--- src/rtl/adc_conv_ctrl.sv ---
// Conversion sequencer for a single-slope ramp ADC: shares one counter and ramp
// switch across NUM_SENSORS comparators, converting a latched channel mask in order.
module adc_conv_ctrl #(
  parameter int WIDTH         = 8,
  parameter int NUM_SENSORS   = 4,
  parameter int SETTLE_CYCLES = 4,
  localparam int CH_W = (NUM_SENSORS > 1) ? $clog2(NUM_SENSORS) : 1
) (
  input  logic                   i_clk,
  input  logic                   i_rst,
  input  logic                   i_start,
  input  logic [NUM_SENSORS-1:0] i_scan_mask,
  input  logic [NUM_SENSORS-1:0] i_comp_in,
  input  logic [WIDTH-1:0]       i_count_val,
  output logic                   o_count_en,
  output logic                   o_count_clr,
  output logic                   o_ramp_rst,
  output logic [CH_W-1:0]        o_ch_sel,
  output logic                   o_busy,
  output logic                   o_res_valid,
  input  logic                   i_res_ready,
  output logic [WIDTH-1:0]       o_res_data,
  output logic [CH_W-1:0]        o_res_ch,
  output logic                   o_res_ovf,
  output logic [1:0]             o_state
);

  localparam int SC_W = (SETTLE_CYCLES > 1) ? $clog2(SETTLE_CYCLES + 1) : 1;

  typedef enum logic [1:0] {
    S_IDLE   = 2'd0,
    S_SETTLE = 2'd1,
    S_RAMP   = 2'd2,
    S_HOLD   = 2'd3
  } state_t;

  state_t                 r_state;
  logic [NUM_SENSORS-1:0] r_pending;
  logic [SC_W-1:0]        r_settle_cnt;
  logic [CH_W-1:0]        r_ch_sel;
  logic                   r_count_en;
  logic                   r_count_clr;
  logic                   r_ramp_rst;
  logic                   r_busy;
  logic                   r_res_valid;
  logic [WIDTH-1:0]       r_res_data;
  logic [CH_W-1:0]        r_res_ch;
  logic                   r_res_ovf;

  logic                   w_comp;
  logic                   w_cnt_max;
  logic [NUM_SENSORS-1:0] w_pending_next;

  function automatic logic [CH_W-1:0] lowest_set(input logic [NUM_SENSORS-1:0] m);
    lowest_set = '0;
    for (int i = NUM_SENSORS - 1; i >= 0; i--) begin
      if (m[i]) lowest_set = CH_W'(i);
    end
  endfunction

  assign w_comp         = i_comp_in[r_ch_sel];
  assign w_cnt_max      = &i_count_val;
  assign w_pending_next = r_pending & ~(NUM_SENSORS'(1) << r_ch_sel);

  // Result handshake: o_res_valid rises on entry to HOLD and keeps res_data/ch/ovf
  // stable until a cycle with o_res_valid & i_res_ready; that edge is the transfer.
  always_ff @(posedge i_clk) begin
    if (i_rst) begin
      r_state      <= S_IDLE;
      r_pending    <= '0;
      r_settle_cnt <= '0;
      r_ch_sel     <= '0;
      r_count_en   <= 1'b0;
      r_count_clr  <= 1'b0;
      r_ramp_rst   <= 1'b1;
      r_busy       <= 1'b0;
      r_res_valid  <= 1'b0;
      r_res_data   <= '0;
      r_res_ch     <= '0;
      r_res_ovf    <= 1'b0;
    end else begin
      r_count_clr <= 1'b0;
      case (r_state)
        S_IDLE: begin
          if (i_start && (|i_scan_mask)) begin
            r_pending    <= i_scan_mask;
            r_ch_sel     <= lowest_set(i_scan_mask);
            r_count_clr  <= 1'b1;
            r_settle_cnt <= '0;
            r_busy       <= 1'b1;
            r_state      <= S_SETTLE;
          end
        end
        S_SETTLE: begin
          if (r_settle_cnt == SC_W'(SETTLE_CYCLES - 1)) begin
            r_ramp_rst <= 1'b0;
            r_count_en <= 1'b1;
            r_state    <= S_RAMP;
          end else begin
            r_settle_cnt <= r_settle_cnt + 1'b1;
          end
        end
        S_RAMP: begin
          // At full scale count_val is all-ones, so capturing it covers both exits;
          // a comparator hit on that same cycle is a real conversion, not overflow.
          if (w_comp || w_cnt_max) begin
            r_res_data  <= i_count_val;
            r_res_ovf   <= ~w_comp;
            r_res_ch    <= r_ch_sel;
            r_res_valid <= 1'b1;
            r_ramp_rst  <= 1'b1;
            r_count_en  <= 1'b0;
            r_state     <= S_HOLD;
          end
        end
        S_HOLD: begin
          if (i_res_ready) begin
            r_res_valid <= 1'b0;
            r_pending   <= w_pending_next;
            if (|w_pending_next) begin
              r_ch_sel     <= lowest_set(w_pending_next);
              r_count_clr  <= 1'b1;
              r_settle_cnt <= '0;
              r_state      <= S_SETTLE;
            end else begin
              r_busy  <= 1'b0;
              r_state <= S_IDLE;
            end
          end
        end
        default: r_state <= S_IDLE;
      endcase
    end
  end

  assign o_count_en  = r_count_en;
  assign o_count_clr = r_count_clr;
  assign o_ramp_rst  = r_ramp_rst;
  assign o_ch_sel    = r_ch_sel;
  assign o_busy      = r_busy;
  assign o_res_valid = r_res_valid;
  assign o_res_data  = r_res_data;
  assign o_res_ch    = r_res_ch;
  assign o_res_ovf   = r_res_ovf;
  assign o_state     = r_state;

endmodule

--- config.mk ---
export PLATFORM = sky130hd
export DESIGN_NAME = adc_conv_ctrl
export DESIGN_NICKNAME = d
export VERILOG_FILES = /design/src/rtl/adc_conv_ctrl.sv
export SDC_FILE = /design/constraint.sdc
export NUM_CORES = 1
export LEC_CHECK = 0
export CORE_MARGIN = 2
export CORE_UTILIZATION = 35
export CTS_BUF_LIST = sky130_fd_sc_hd__clkbuf_4 sky130_fd_sc_hd__clkbuf_8 sky130_fd_sc_hd__clkbuf_16
export DETAILED_ROUTE_END_ITERATION = 16
export PLACE_DENSITY = 0.72
export SLEW_MARGIN = 25
export SYNTH_ARGS = -nofsm -noshare
export SYNTH_HDL_FRONTEND = slang
export SYNTH_SLANG_ARGS = --single-unit
--- constraint.sdc ---
create_clock -name i_clk -period 5.3 [get_ports i_clk]
set_input_delay 0.795 -clock i_clk [delete_from_list [all_inputs] [get_ports i_clk]]
set_output_delay 0.795 -clock i_clk [all_outputs]
set_load 0.005 [all_outputs]
==> flow_metrics.tcl, run 1 <==
set metrics [dict create \
    place_ws_ns 2.538 \
    design.core.area_um2 4029 \
    yosysTopAreaCellShare_pct 36.86 \
    clock_sinks 27 \
    p_leak_nw 0.6940 \
    slew_violations 0 \
    grt_max_degree 33 \
    yosysMostFrequentCell "nand2_1" \
    crit_arrival_ns 2.64 \
    dr.pass1.iters 4 \
    syn_nets 208 \
    gp_congestion 0.7722 \
    finalCritPeriodShare_pct 46.51 \
    grt_pass1_vias 1233 \
    crit_path_start_kind "primary input" \
    cts-resized-gates 0 \
    yosys_warnings 0 \
    die_w_um 68.73 \
    io-pin-count 40 \
    fillers 411 \
    htreeDepth 1 \
    irDropWorstVdd_uv 187.0 \
    cts.root.buffer_cell "clkbuf_8" \
    fin_nets 244 \
    antenna_found_initial 0 \
    antenna_left 0 \
    worst-path-max-fanout 4 \
    cp_slowest_cell "o41ai_2" \
    synth.cell_area_um2 1466 \
    relSlewSlack_pct 51.61 \
    clkTransAtPathRegs_ns 0.10 \
    viasPerCell 5.259 \
    drt_drc_violations_left 0 \
    hold_viol 0 \
    grt.busiest_layer "met2" \
    clkLatencyLatePin_ns 0.28 \
    grt_pass1_wl_um 5478 \
    worst_slack_ns 2.835 \
    ys_types 41 \
    track_usage_pct 15.20 \
    antenna_cells 0 \
    worst_pin_slew_ns 0.7244 \
    postCtsHoldBufs 0 \
    placementRows 23 \
    cts_setup_buffers 0 \
    critPathCaptureType "register" \
    dieArea_um2 4724 \
    cts_buffers 3 \
    setup_viol 0 \
    die_h_um 68.73 \
    synthFlopType "dfxtp_1" \
    max_stage_delay_ns 0.59 \
    use_met2_pct 24.04 \
    wl_per_cell_um 12.36 \
    grt_use_met1_pct 20.02 \
    drv_cap 0 \
    place_area_um2 1888 \
    synth_top_area_cell "dfxtp_1" \
    portBuffers 39 \
    ctsLongestPathBuffers 2 \
    cts_tree "done" \
    path_class "in -> reg" \
    syn_inst 181 \
    yosysSeqAreaShare_pct 36.86 \
    initial_core_util_pct 36.40 \
    postSynthAreaPerCell_um2 8.102 \
    grt_overflow_total 0 \
    async_flop_share_pct 0 \
    fin_crit_ns 2.465 \
    grt_use_met3_pct 2.273 \
    synth_area_leaders "dfxtp_1 (37%), nand2_1 (8.2%), a21oi_1 (7.2%)" \
    synth-seq-cells 27 \
    tns_ns 0 \
    min_path_type "reg -> reg" \
    drtIter0Drc 63 \
    cp.required_ns 5.47 \
    clock_skew_ns 0.003611 \
    routed-via-count 1399 \
    area_growth_pct 32.08 \
    drive_gt1_share_pct 6.481 \
    rsz0062_at_grt "false" \
    hpwl_um 2438 \
    p_per_area_nw_per_um2 424.4 \
    cp_cell_sequence "clkdlybuf4s50_1, o41ai_2, a21o_1, a211oi_2, nand2_1, mux2_2" \
    synth_edf_count 0 \
    final_area_um2 1937 \
    max_freq_ghz 0.4057 \
    status "completed" \
    wirelength_um 3289 \
    yosys-top-cells-count "nand2_1 (32), dfxtp_1 (27), a21oi_1 (21)" \
]
## power by group
part | switching, mW | leakage, nW | internal [mW] | total (mW)
Clock | 0.0676 | 0.0217 | 0.0535 | 0.121
Combinational | 0.198 | 0.452 | 0.196 | 0.394
Sequential | 0.0588 | 0.220 | 0.248 | 0.307
## worst max-delay path: cells and delay by family
| kind | cells | cell delay (ns) |
|---|---|---|
| AO/OA/AOI/OAI | 3 | 0.91 |
| buffers and inverters | 1 | 0.47 |
| multiplexers | 1 | 0.34 |
| AND/OR/NAND/NOR | 1 | 0.12 |
## registers in the layout, summed over array words and instances (netlist names), 2 cells and up
name,flops
r_pending,4
o_ch_sel,2
o_res_data,8
r_settle_cnt,3
o_state,2
o_res_ch,2
## layout by cell type, fill, tap and decap left out, types with 2 or more instances in the layout
master	n
o21ai_0	7
nand3_1	3
nor3_1	5
nand2_1	32
a21o_1	3
dfxtp_1	27
nor2b_1	3
a211oi_2	2
and4_1	2
a21oi_1	21
inv_1	11
nor2_1	13
mux2i_1	4
clkbuf_8	3
clkdlybuf4s50_1	39
ha_1	7
a22oi_1	4
nand2b_1	5
a211o_1	2
## cell type report
class	count	area, um2	share of cell area, %
inverters	11	41.29	2.132
clock inverters	1	7.507	0.3876
well taps	50	62.56	3.230
flip-flops and latches	27	540.5	27.91
multi-input cells	134	845.8	43.67
repair buffers	40	397.9	20.54
clock buffers	3	41.29	2.132
## routing by layer
layer	wire length, um	vias to the layer above
met2	1497	49
li1	-	709
met4	112	0
met5	0	-
met3	169	9
met1	1509	632
## worst paths after layout
path | startpoint | endpoint | slack (ns) | depth (start not counted)
setup / recovery | i_scan_mask[0] | r_settle_cnt[0] | 2.83 | 6
hold / removal | o_res_data[1] | o_res_data[1] | 0.46 | 2
setup reg to reg | o_ch_sel[0] | o_res_ch[1] | 3.09 | 5
hold reg to reg | o_res_data[1] | o_res_data[1] | 0.46 | 2
## kinds of logic after synthesis
group	share of synthesized area (%)
adders and majority gates	5.972
and+or+nand+nor	20.99
buffers and inverters	5.461
muxes	5.034
AOI/OAI and AO/OA	25.68
DFF	36.86
## stage by stage
stage                     hold WS [ns]  total power [mW]  cells  util (%)
after floorplan                 0.4527            0.5665    181         -
after global placement          0.4431            0.6990    262     46.86
after detailed placement        0.4464            0.7062    262     46.86
after CTS                       0.4605            0.8271    266     48.07
after global routing            0.4751            0.8964    266     48.07
final                           0.4567            0.8219    266     48.07
(Power assumes the default switching activity.)
==> run 2: changes to the inputs <==
- clock period: 5.3 -> 2.4 ns (I/O delays scaled with it)
==> run 2 against run 1 <==
Net effect:
- critical path type is now reg -> reg
- largest cell class unchanged
- clock skew hardly changed
- sequential share of layout area fell by 0.50 points
- highest routed layer unchanged
- final area rose by 1.8%
- flip-flop and latch count did not move
==> flow_metrics.tcl, run 2 (synthesized netlist as in run 1, its figures left out) <==
set metrics [dict create \
    finalCritPeriodShare_pct 80.47 \
    viasPerCell 5.181 \
    grt_overflow_total 0 \
    antenna_found_initial 0 \
    largest_reg_flops 8 \
    htreeDepth 1 \
    rsz0062_at_grt "false" \
    worst-path-max-fanout 9 \
    tns_ns 0 \
    fin_crit_ns 1.931 \
    path_class "reg -> reg" \
    relSlewSlack_pct 50.27 \
    irDropWorstVdd_uv 364.3 \
    p_leak_nw 0.7233 \
    io-pin-count 40 \
    area_growth_pct 34.47 \
    routed-via-count 1404 \
    drv_cap 0 \
    drive_gt1_share_pct 8.597 \
    postCtsHoldBufs 0 \
    grt_pass1_vias 1245 \
    cts.root.buffer_cell "clkbuf_8" \
    final_common_cell "clkdlybuf4s50_1" \
    dieArea_um2 4724 \
    finalPower_mw 1.842 \
    clock_skew_ns 0.003200 \
    fin_nets 249 \
    final_cell_mix "clkdlybuf4s50_1 (39), nand2_1 (32), dfxtp_1 (27)" \
    die_w_um 68.73 \
    dr.pass1.iters 4 \
    critPathCaptureType "register" \
    worst_pin_slew_ns 0.7444 \
    status "completed" \
    hold_viol 0 \
    track_usage_pct 15.41 \
    wirelength_um 3428 \
    cts_buffers 3 \
    gp_congestion 0.7847 \
    placementRows 23 \
    grt_pass1_wl_um 5561 \
    antenna_left 0 \
    clock_sinks 27 \
    grt_max_degree 16 \
    crit_path_start_kind "register" \
    clkTransAtPathRegs_ns 0.09 \
    design.core.area_um2 4029 \
    min_path_type "reg -> reg" \
    slew_violations 0 \
    antenna_cells 0 \
    hpwl_um 2592 \
    fillers 414 \
    portBuffers 39 \
    cts_tree "done" \
    p_per_area_nw_per_um2 934.1 \
    wl_per_cell_um 12.65 \
    setup_viol 0 \
    die_h_um 68.73 \
    clkLatencyLatePin_ns 0.27 \
    drt_drc_violations_left 0 \
    initial_core_util_pct 36.40 \
    crit_arrival_ns 2.10 \
    cts_setup_buffers 0 \
    cp.required_ns 2.57 \
    drtIter0Drc 71 \
    max_freq_ghz 0.5178 \
    ctsLongestPathBuffers 2 \
    cts-resized-gates 0 \
]
==> run 2: worst paths after layout <==
check | depth (start not counted) | to | from | slack [ns]
setup / recovery | 6 | r_settle_cnt[0] | o_state[1] | 0.47
hold / removal | 2 | o_res_data[1] | o_res_data[1] | 0.46
setup reg to reg | 6 | r_settle_cnt[0] | o_state[1] | 0.47
hold reg to reg | 2 | o_res_data[1] | o_res_data[1] | 0.46
==> run 2: worst max-delay path: stages (launching register included) <==
cell and delay, ns:
dfxtp_1 0.44, ha_1 0.38, nor2b_1 0.29, a21o_1 0.17
a211oi_2 0.07, nand2_1 0.13, mux2_2 0.34
==> run 2: power by group <==
group	switching, mW	total [mW]	internal, mW
logic	0.488	0.942	0.454
registers	0.0962	0.644	0.548
clock network	0.139	0.256	0.116
total	0.724	1.84	1.12
==> run 2: cell type report <==
type	instances	area, um2	share of cell area [%]
clock inverter	1	5.005	0.2538
multi-input combinational	134	845.8	42.89
timing repair buffer	45	435.4	22.08
tap	50	62.56	3.173
clock buffer	3	41.29	2.094
inverter	11	41.29	2.094
sequential	27	540.5	27.41
==> run 2: stage by stage <==
stage	worst slack [ns]	instances	util, %	hold WS, ns	cell area (um2)
2_1_floorplan	0.6303	181	-	0.4527	1466
3_3_place_gp	0.1992	267	47.80	0.4434	1926
3_5_place_dp	0.1681	267	47.80	0.4468	1926
4_1_cts	0.4544	271	48.94	0.4604	1972
5_1_grt	0.2836	271	48.94	0.4909	1972
6_report	0.4687	271	48.94	0.4584	1972
==> run 2: per-layer routing <==
| layer | track usage [%] | vias up | part of all wire, % |
|---|---|---|---|
| met2 | 27.64 | 29 | 47 |
| met4 | 3.676 | 0 | 0.93 |
| met1 | 18.91 | 655 | 48 |
| met3 | 2.922 | 4 | 4.0 |
| met5 | 0 | - | 0 |
| li1 | - | 716 | - |
